**src/rtl/sprite_table_loader.sv**
```systemverilog
// Avalon-MM loader for a double-buffered sprite attribute table. Software fills
// the shadow copy, and a commit copies it to the active copy on the first vblank line.
module sprite_table_loader #(
  parameter int unsigned NUM_SPRITES = 16,
  parameter int unsigned VBLANK_LINE = 480
) (
  input  logic        clk,
  input  logic        reset,
  input  logic        chipselect,
  input  logic        write,
  input  logic        read,
  input  logic [2:0]  address,
  input  logic [31:0] writedata,
  output logic [31:0] readdata,
  input  logic [9:0]  VGA_VCOUNT,
  input  logic [4:0]  rd_index,
  output logic [25:0] rd_entry,
  output logic        commit_pending,
  output logic        frame_irq
);

  localparam int unsigned ENTRY_W = 26;
  localparam int unsigned FCNT_W  = 16;
  localparam int unsigned VCNT_W  = 10;
  localparam int unsigned IDX_W   = (NUM_SPRITES > 1) ? $clog2(NUM_SPRITES) : 1;

  localparam logic [VCNT_W-1:0] VBLANK_V = VCNT_W'(VBLANK_LINE);

  localparam logic [2:0] ADDR_ENTRY  = 3'd0;
  localparam logic [2:0] ADDR_COMMIT = 3'd1;
  localparam logic [2:0] ADDR_CLEAR  = 3'd2;
  localparam logic [2:0] ADDR_STATUS = 3'd3;

  typedef enum logic {
    IDLE  = 1'b0,
    ARMED = 1'b1
  } state_t;

  state_t state_q, state_d;

  logic [ENTRY_W-1:0] shadow_q [NUM_SPRITES];
  logic [ENTRY_W-1:0] shadow_d [NUM_SPRITES];
  logic [ENTRY_W-1:0] active_q [NUM_SPRITES];
  logic [ENTRY_W-1:0] active_d [NUM_SPRITES];

  logic [VCNT_W-1:0]  vcount_q, vcount_d;
  logic [FCNT_W-1:0]  frame_count_q, frame_count_d;
  logic [ENTRY_W-1:0] rd_entry_q, rd_entry_d;
  logic [31:0]        readdata_q, readdata_d;
  logic               frame_irq_q, frame_irq_d;

  logic             vblank_edge_c;
  logic             entry_wr_c;
  logic             commit_wr_c;
  logic             clear_wr_c;
  logic             bus_rd_c;
  logic             copy_en_c;
  logic [IDX_W-1:0] wr_idx_c;
  logic             unused_c;

  // Bus decode; out-of-range entry indices are dropped here.
  always_comb begin
    bus_rd_c      = chipselect && read;
    entry_wr_c    = chipselect && write && (address == ADDR_ENTRY) &&
                    (32'(writedata[31:27]) < NUM_SPRITES);
    commit_wr_c   = chipselect && write && (address == ADDR_COMMIT);
    clear_wr_c    = chipselect && write && (address == ADDR_CLEAR);
    wr_idx_c      = writedata[27 +: IDX_W];
    vblank_edge_c = (vcount_q != VBLANK_V) && (VGA_VCOUNT == VBLANK_V);
    unused_c      = writedata[0];
  end

  // FSM state register
  always_ff @(posedge clk or negedge reset) begin
    if (!reset) state_q <= IDLE;
    else        state_q <= state_d;
  end

  // FSM next state
  always_comb begin
    state_d = state_q;
    case (state_q)
      IDLE:    if (commit_wr_c)   state_d = ARMED;
      ARMED:   if (vblank_edge_c) state_d = IDLE;
      default: state_d = IDLE;
    endcase
  end

  // FSM outputs: a commit lands only if it was armed before the edge cycle
  always_comb begin
    copy_en_c   = 1'b0;
    frame_irq_d = 1'b0;
    if ((state_q == ARMED) && vblank_edge_c) begin
      copy_en_c   = 1'b1;
      frame_irq_d = 1'b1;
    end
  end

  // Table, counter and read-side next values
  always_comb begin
    shadow_d = shadow_q;
    active_d = active_q;
    if (copy_en_c) active_d = shadow_q;
    if (entry_wr_c) shadow_d[wr_idx_c] = writedata[26:1];
    if (clear_wr_c) begin
      for (int i = 0; i < NUM_SPRITES; i++) shadow_d[i][0] = 1'b0;
    end

    vcount_d      = VGA_VCOUNT;
    frame_count_d = frame_count_q + FCNT_W'(vblank_edge_c);

    rd_entry_d = '0;
    if (32'(rd_index) < NUM_SPRITES) rd_entry_d = active_q[rd_index[IDX_W-1:0]];

    readdata_d = readdata_q;
    if (bus_rd_c) begin
      readdata_d = '0;
      if (address == ADDR_STATUS) readdata_d = {frame_count_q, 15'b0, commit_pending};
    end
  end

  always_ff @(posedge clk or negedge reset) begin
    if (!reset) begin
      for (int i = 0; i < NUM_SPRITES; i++) begin
        shadow_q[i] <= '0;
        active_q[i] <= '0;
      end
      vcount_q      <= '0;
      frame_count_q <= '0;
      rd_entry_q    <= '0;
      readdata_q    <= '0;
      frame_irq_q   <= 1'b0;
    end else begin
      shadow_q      <= shadow_d;
      active_q      <= active_d;
      vcount_q      <= vcount_d;
      frame_count_q <= frame_count_d;
      rd_entry_q    <= rd_entry_d;
      readdata_q    <= readdata_d;
      frame_irq_q   <= frame_irq_d;
    end
  end

  assign commit_pending = (state_q == ARMED);
  assign frame_irq      = frame_irq_q;
  assign rd_entry       = rd_entry_q;
  assign readdata       = readdata_q;

endmodule

```
**config.mk**
```make
export PLATFORM = sky130hd
export DESIGN_NAME = sprite_table_loader
export DESIGN_NICKNAME = d
export VERILOG_FILES = /design/src/rtl/sprite_table_loader.sv
export SDC_FILE = /design/constraint.sdc
export NUM_CORES = 1
export LEC_CHECK = 0
export BUFFER_PORTS_ARGS = -buffer_cell sky130_fd_sc_hd__buf_4
export CORE_UTILIZATION = 25
export DETAILED_ROUTE_END_ITERATION = 16
export PLACE_DENSITY_LB_ADDON = 0.25
export SETUP_SLACK_MARGIN = 0.2
export SLEW_MARGIN = 25
export SYNTH_ARGS = -nofsm -noshare
export SYNTH_HDL_FRONTEND = slang
export SYNTH_SLANG_ARGS = --single-unit
```
**constraint.sdc**
```tcl
create_clock -name clk -period 2.1 [get_ports clk]
set_clock_uncertainty 0.1 [all_clocks]
set_input_delay 0.315 -clock clk [delete_from_list [all_inputs] [get_ports clk]]
set_output_delay 0.315 -clock clk [all_outputs]
set_load 0.02 [all_outputs]
```
=== After elaboration in Yosys (flattened, before gate mapping) ===
Index checks and enable logic that the tools add are counted.
W data, S select, Z words.

* Flip-flop bits (word level): 918
* Input bits: 55
* Output and inout bits: 60

* Magnitude comparators: 5
* Reductions and logical operators: 11
* Add/subtract/negate cells: 1
* Bitwise gates (word level): 3
* Muxes and demuxes: 29
* Equality and inequality tests: 5

{| class="wikitable"
|+ Operators with widths
! kind !! count
|-
| $bwmux W416 || 1
|-
| $mux W391 || 1
|-
| $bmux W26 S4 || 1
|-
| $demux W26 S4 || 1
|-
| $mux W26 || 4
|-
| $mux W32 || 1
|-
| $mux W1 || 19
|-
| $add A16 B1 Y16 || 1
|-
| $eq A10 B9 Y1 const B || 1
|-
| $ge A5 B5 Y1 const B || 2
|-
| $lt A5 B5 Y1 const B || 2
|-
| $ne A10 B9 Y1 const B || 1
|-
| $not A4 Y5 || 2
|-
| $logic_and A1 B1 Y1 || 9
|-
| $eq A3 B2 Y1 const B || 2
|-
| $lt A5 B1 Y1 const B || 1
|-
| $eq A3 B1 Y1 const B || 1
|-
| $logic_not A3 Y1 || 1
|-
| $pmux W1 S2 || 1
|-
| $reduce_bool A2 Y1 || 1
|-
| $not A1 Y1 || 1
|}

=== Depth between registers and ports, before layout ===
* Word-level depth: 8
* Gate-level depth with buffers: 9
* Gate-level depth less buffers: 9

=== Worst setup path before layout ===
No wires, ideal clock.

* Kind: in2reg
* Start: in VGA_VCOUNT[0]
* End: reg frame_count_q[12]
* Path slack: -0.239 ns
* Library setup time: 0.079 ns
* Stages on the path: 8
* Arrival: 2.160 ns
* Buffers on the path: 0
* Cells stage by stage: or4_1 -> nor3_1 -> ha_1 -> ha_1 -> and4_1 -> nand4_1 -> nor2b_1 -> xor2_1

* Cells in the longest elaborated chain, start to end: 3

{| class="wikitable"
|+ RTL lines
! element !! line !! RTL
|-
| start, declared || 15 || <nowiki>input logic [9:0] VGA_VCOUNT,</nowiki>
|-
| $eq A10 B9 Y1 || 69 || <nowiki>vblank_edge_c = (vcount_q != VBLANK_V) && (VGA_VCOUNT == VBLANK_V);</nowiki>
|-
| $logic_and A1 B1 Y1 || 69 ||
|-
| $add A16 B1 Y16 || 110 || <nowiki>frame_count_d = frame_count_q + FCNT_W'(vblank_edge_c);</nowiki>
|-
| named net frame_count_d[12] || 47 || <nowiki>logic [FCNT_W-1:0] frame_count_q, frame_count_d;</nowiki>
|-
| end signal, assigned || 137 || <nowiki>frame_count_q <= frame_count_d;</nowiki>
|-
| end, declared || 47 ||
|}

The timed path passes the listed nets, and every way through them passes these cells.
A chain may end at the register's enable or synchronous reset.

=== Worst setup path in the final report ===
* Start: reg vcount_q[5]
* End: reg active_q[273] (netlist bit)

* Cells in the longest elaborated chain, start to end: 4

{| class="wikitable"
|+ RTL lines
! element !! line !! RTL
|-
| start, declared || 46 || <nowiki>logic [VCNT_W-1:0] vcount_q, vcount_d;</nowiki>
|-
| start signal, assigned || 136 || <nowiki>vcount_q <= vcount_d;</nowiki>
|-
| $ne A10 B9 Y1 || 69 ||
|-
| $logic_and A1 B1 Y1 || 69 ||
|-
| $logic_and A1 B1 Y1 || 93 || <nowiki>if ((state_q == ARMED) && vblank_edge_c) begin</nowiki>
|-
| $mux W1 || 93 ||
|-
| end signal, assigned || 135 || <nowiki>active_q <= active_d;</nowiki>
|-
| end, declared || 43 || <nowiki>logic [ENTRY_W-1:0] active_q [NUM_SPRITES];</nowiki>
|}

No other way between the ends.

==> reports/metrics.cfg <==
[cells_and_area]
drive_gt1_frac = 0.485
regArea_um2 = 22600
multi_input_area_um2 = 14500
final_core_util = 0.318
fin_area_um2 = 46500
n_fill_cell = 14162
final_nets = 2703
area_growth_pct = 25.8

[critical_path]
crit_path_max_incr_delay_ns = 0.36
cp-end-kind = flop
start_kind = flop
required_ns = 2.56
crit_arrival_ns = 2.64
critical_path_class = flop to flop
cp_common_cell = buf_16
startpoint = vcount_q[5]
crit_chain = nand4b_1 > and4bb_4 > nor4b_4 > buf_12 > buf_16 > buf_16 > mux2_2
critPathSlowestCell = dfrtp_1
r2r_start = vcount_q[5]
critPathMaxFanout = 17

[sta]
worst_slack_ns = -0.0816
min_period_over_period = 1.04
max_slew_margin = 0.454
rsz0062_at_grt = true
setup_violations = 290
hold_viol = 5
clock.fmax_mhz = 458
hold_ws_ns = -0.343
period_minus_slack_ns = 2.18
slew_violations = 0
worst_pin_slew_ns = 0.817
finalSetupTns_ns = -9.61

[synth]
yosys_register_bits = 903
yosysWarnings = 0
synth_edf_count = 0
synth_area_leaders = dfrtp_1 61%, mux2_2 25%, mux2i_1 4.5%
ys_top_cells_by_count = 903 x dfrtp_1, 806 x mux2_2, 168 x mux2i_1
syn_inst = 2397
synth.distinct_cells = 42
syn_area_um2 = 37000
yosysMostFrequentCell = dfrtp_1
synth_top_area_frac = 0.611
ys.flop_type = dfrtp_1
syn-mean-instance-area_um2 = 15.4
ys_seq_area_frac = 0.611
synth_top_area_cell = dfrtp_1
synthArstFlopShare = 1.00

[die]
die_w_um = 387
rows = 140
dieHeight_um = 387
fp.dieArea_um2 = 149000
io_pins = 115
core-area_um2 = 146000
initial_core_util = 0.253

[grt]
grt_antenna_before_repair = 6
grt_max_degree = 100
grtUsageTotal = 0.137
globalRouteOverflowTotal = 0
grt_pass1_wl_mm = 154
grt_pass1_vias = 23063

[detailed_routing]
first_pass_iters = 5
ant_nets = 0
wl_mm = 103
route.detailed.drc = 0
drt_iter0_markers = 1145
wire_per_inst_um = 22.1
vias = 20915
vias_per_cell = 4.50

[clocking]
cts.clk_slew.worst_paths_ns = 0.06
cts_hold_buf = 38
cts_root_buffer = clkbuf_16
clock_latency_ns = 0.69
cts_tree = yes
cts_buffers = 96
cts.sinks = 903
htreeDepth = 3
cts_max_path_buffers = 3

[placed_design]
port_buffers = 98
dp_hpwl_mm = 60.4
place_area_um2 = 42100
gp_congestion = 0.739

[power]
vdd_drop_max_mv = 0.526
power_leakage_nw = 22.9
powerDensity_nw_per_um2 = 818

[min_path]
min_from = VGA_VCOUNT[2]
hold_path.class = primary input to flop

[job]
maxCapViolCount = 0

[outcome]
violations = negative hold slack, negative setup slack
status = finished with violations

state kept, by name (all words and copies together), names as in the netlist:
| register | cells |
|---|---|
| frame_irq | 1 |
| shadow_q | 416 |
| commit_pending | 1 |
| vcount_q | 10 |
| active_q | 416 |
| readdata | 17 |
| frame_count_q | 16 |
| rd_entry | 26 |
cell type report:
class | instances | area share
Sequential cell | 903 | 0.486
Clock inverter | 42 | 0.0124
Clock buffer | 138 | 0.0622
Timing Repair Buffer | 316 | 0.0762
Multi-Input combinational cell | 1329 | 0.312
Antenna cell | 6 | 0.000323
Tap cell | 1917 | 0.0515
where the power goes:
| part | internal (mW) | switching (mW) |
|---|---|---|
| clock network | 11.1 | 7.28 |
| logic | 0.707 | 1.19 |
| registers | 17.7 | 0.133 |
| total | 29.5 | 8.60 |
worst max-delay path: cells and delay by family (launching register included):
family	cells	cell delay, ns
simple gates	3	0.60
flops	1	0.36
mux	1	0.35
buf+inv	3	0.60
final timing paths:
path | to | slack [ns] | depth (start not counted)
worst max-delay path | active_q[273] | -0.08 | 7
worst min-delay path | vcount_q[2] | -0.34 | 1
worst max register to register | active_q[273] | -0.08 | 7
worst min register to register | frame_count_q[15] | 0.38 | 1
max in group asynchronous | shadow_q[360] | 0.65 | 3
min in group asynchronous | shadow_q[16] | 0.21 | 3
through the flow:
| step | cells | setup slack (ns) | power [mW] |
|---|---|---|---|
| 2_1_floorplan | 2411 | -0.0620 | 18.8 |
| 3_3_place_gp | 4415 | -0.422 | 19.9 |
| 3_5_place_dp | 4415 | -0.390 | 20.0 |
| 4_1_cts | 4634 | -0.128 | 38.7 |
| 5_1_grt | 4645 | -0.150 | 39.5 |
| 6_report | 4651 | -0.0816 | 38.1 |
placed cells by master, fill, tap and decap left out, types with 4 or more instances in the layout:
| master | Yosys | layout |
|---|---|---|
| nand4_4 | 0 | 14 |
| mux2i_1 | 168 | 168 |
| dlygate4sd3_1 | 0 | 37 |
| buf_16 | 0 | 10 |
| mux4_2 | 22 | 22 |
| o21ai_0 | 38 | 38 |
| buf_12 | 0 | 56 |
| mux2_2 | 806 | 608 |
| diode_2 | 0 | 6 |
| buf_8 | 0 | 7 |
| nor2_1 | 11 | 9 |
| clkbuf_16 | 0 | 105 |
| nand2_1 | 33 | 31 |
| nor2b_1 | 8 | 6 |
| xnor2_1 | 8 | 8 |
| clkbuf_8 | 0 | 27 |
| conb_1 | 1 | 15 |
| nand3_1 | 41 | 39 |
| a22oi_1 | 79 | 79 |
| xor2_1 | 6 | 6 |
| nand4_1 | 4 | 4 |
| buf_4 | 39 | 194 |
| buf_6 | 14 | 6 |
| bufinv_16 | 0 | 12 |
| clkinv_2 | 0 | 21 |
| mux2_4 | 0 | 208 |
| a22o_1 | 17 | 17 |
| nand2b_1 | 17 | 16 |
| clkbuf_1 | 83 | 12 |
| dfrtp_1 | 903 | 903 |
timing repair:
item / 4_1_cts / 5_1_grt
pin swaps: 3 / 10
gates resized for setup: 8 / 87
setup buffers: 1 / 5
hold endpoints to repair: 1219 / 5
setup endpoints to repair: 430 / 430
cloned: 0 / 7
metal layers:
layer,part of all wire,GRT usage
met1,0.47,0.186
met2,0.48,0.223
met3,0.033,0.0210
met4,0.022,0.0417
met5,0.00023,0
logic make-up after synthesis:
logic type / count (synthesis) / share of synthesized area
adders and majority gates: 2 / 0.000677
muxes: 1006 / 0.307
AOI/OAI and AO/OA: 141 / 0.0267
other: 1 / 0.000101
DFF: 903 / 0.611
and+or+nand+nor: 151 / 0.0245
buffers and inverters: 179 / 0.0262
xor gates and xnor gates: 14 / 0.00332
No activity file was read; power rests on OpenSTA's default activity.
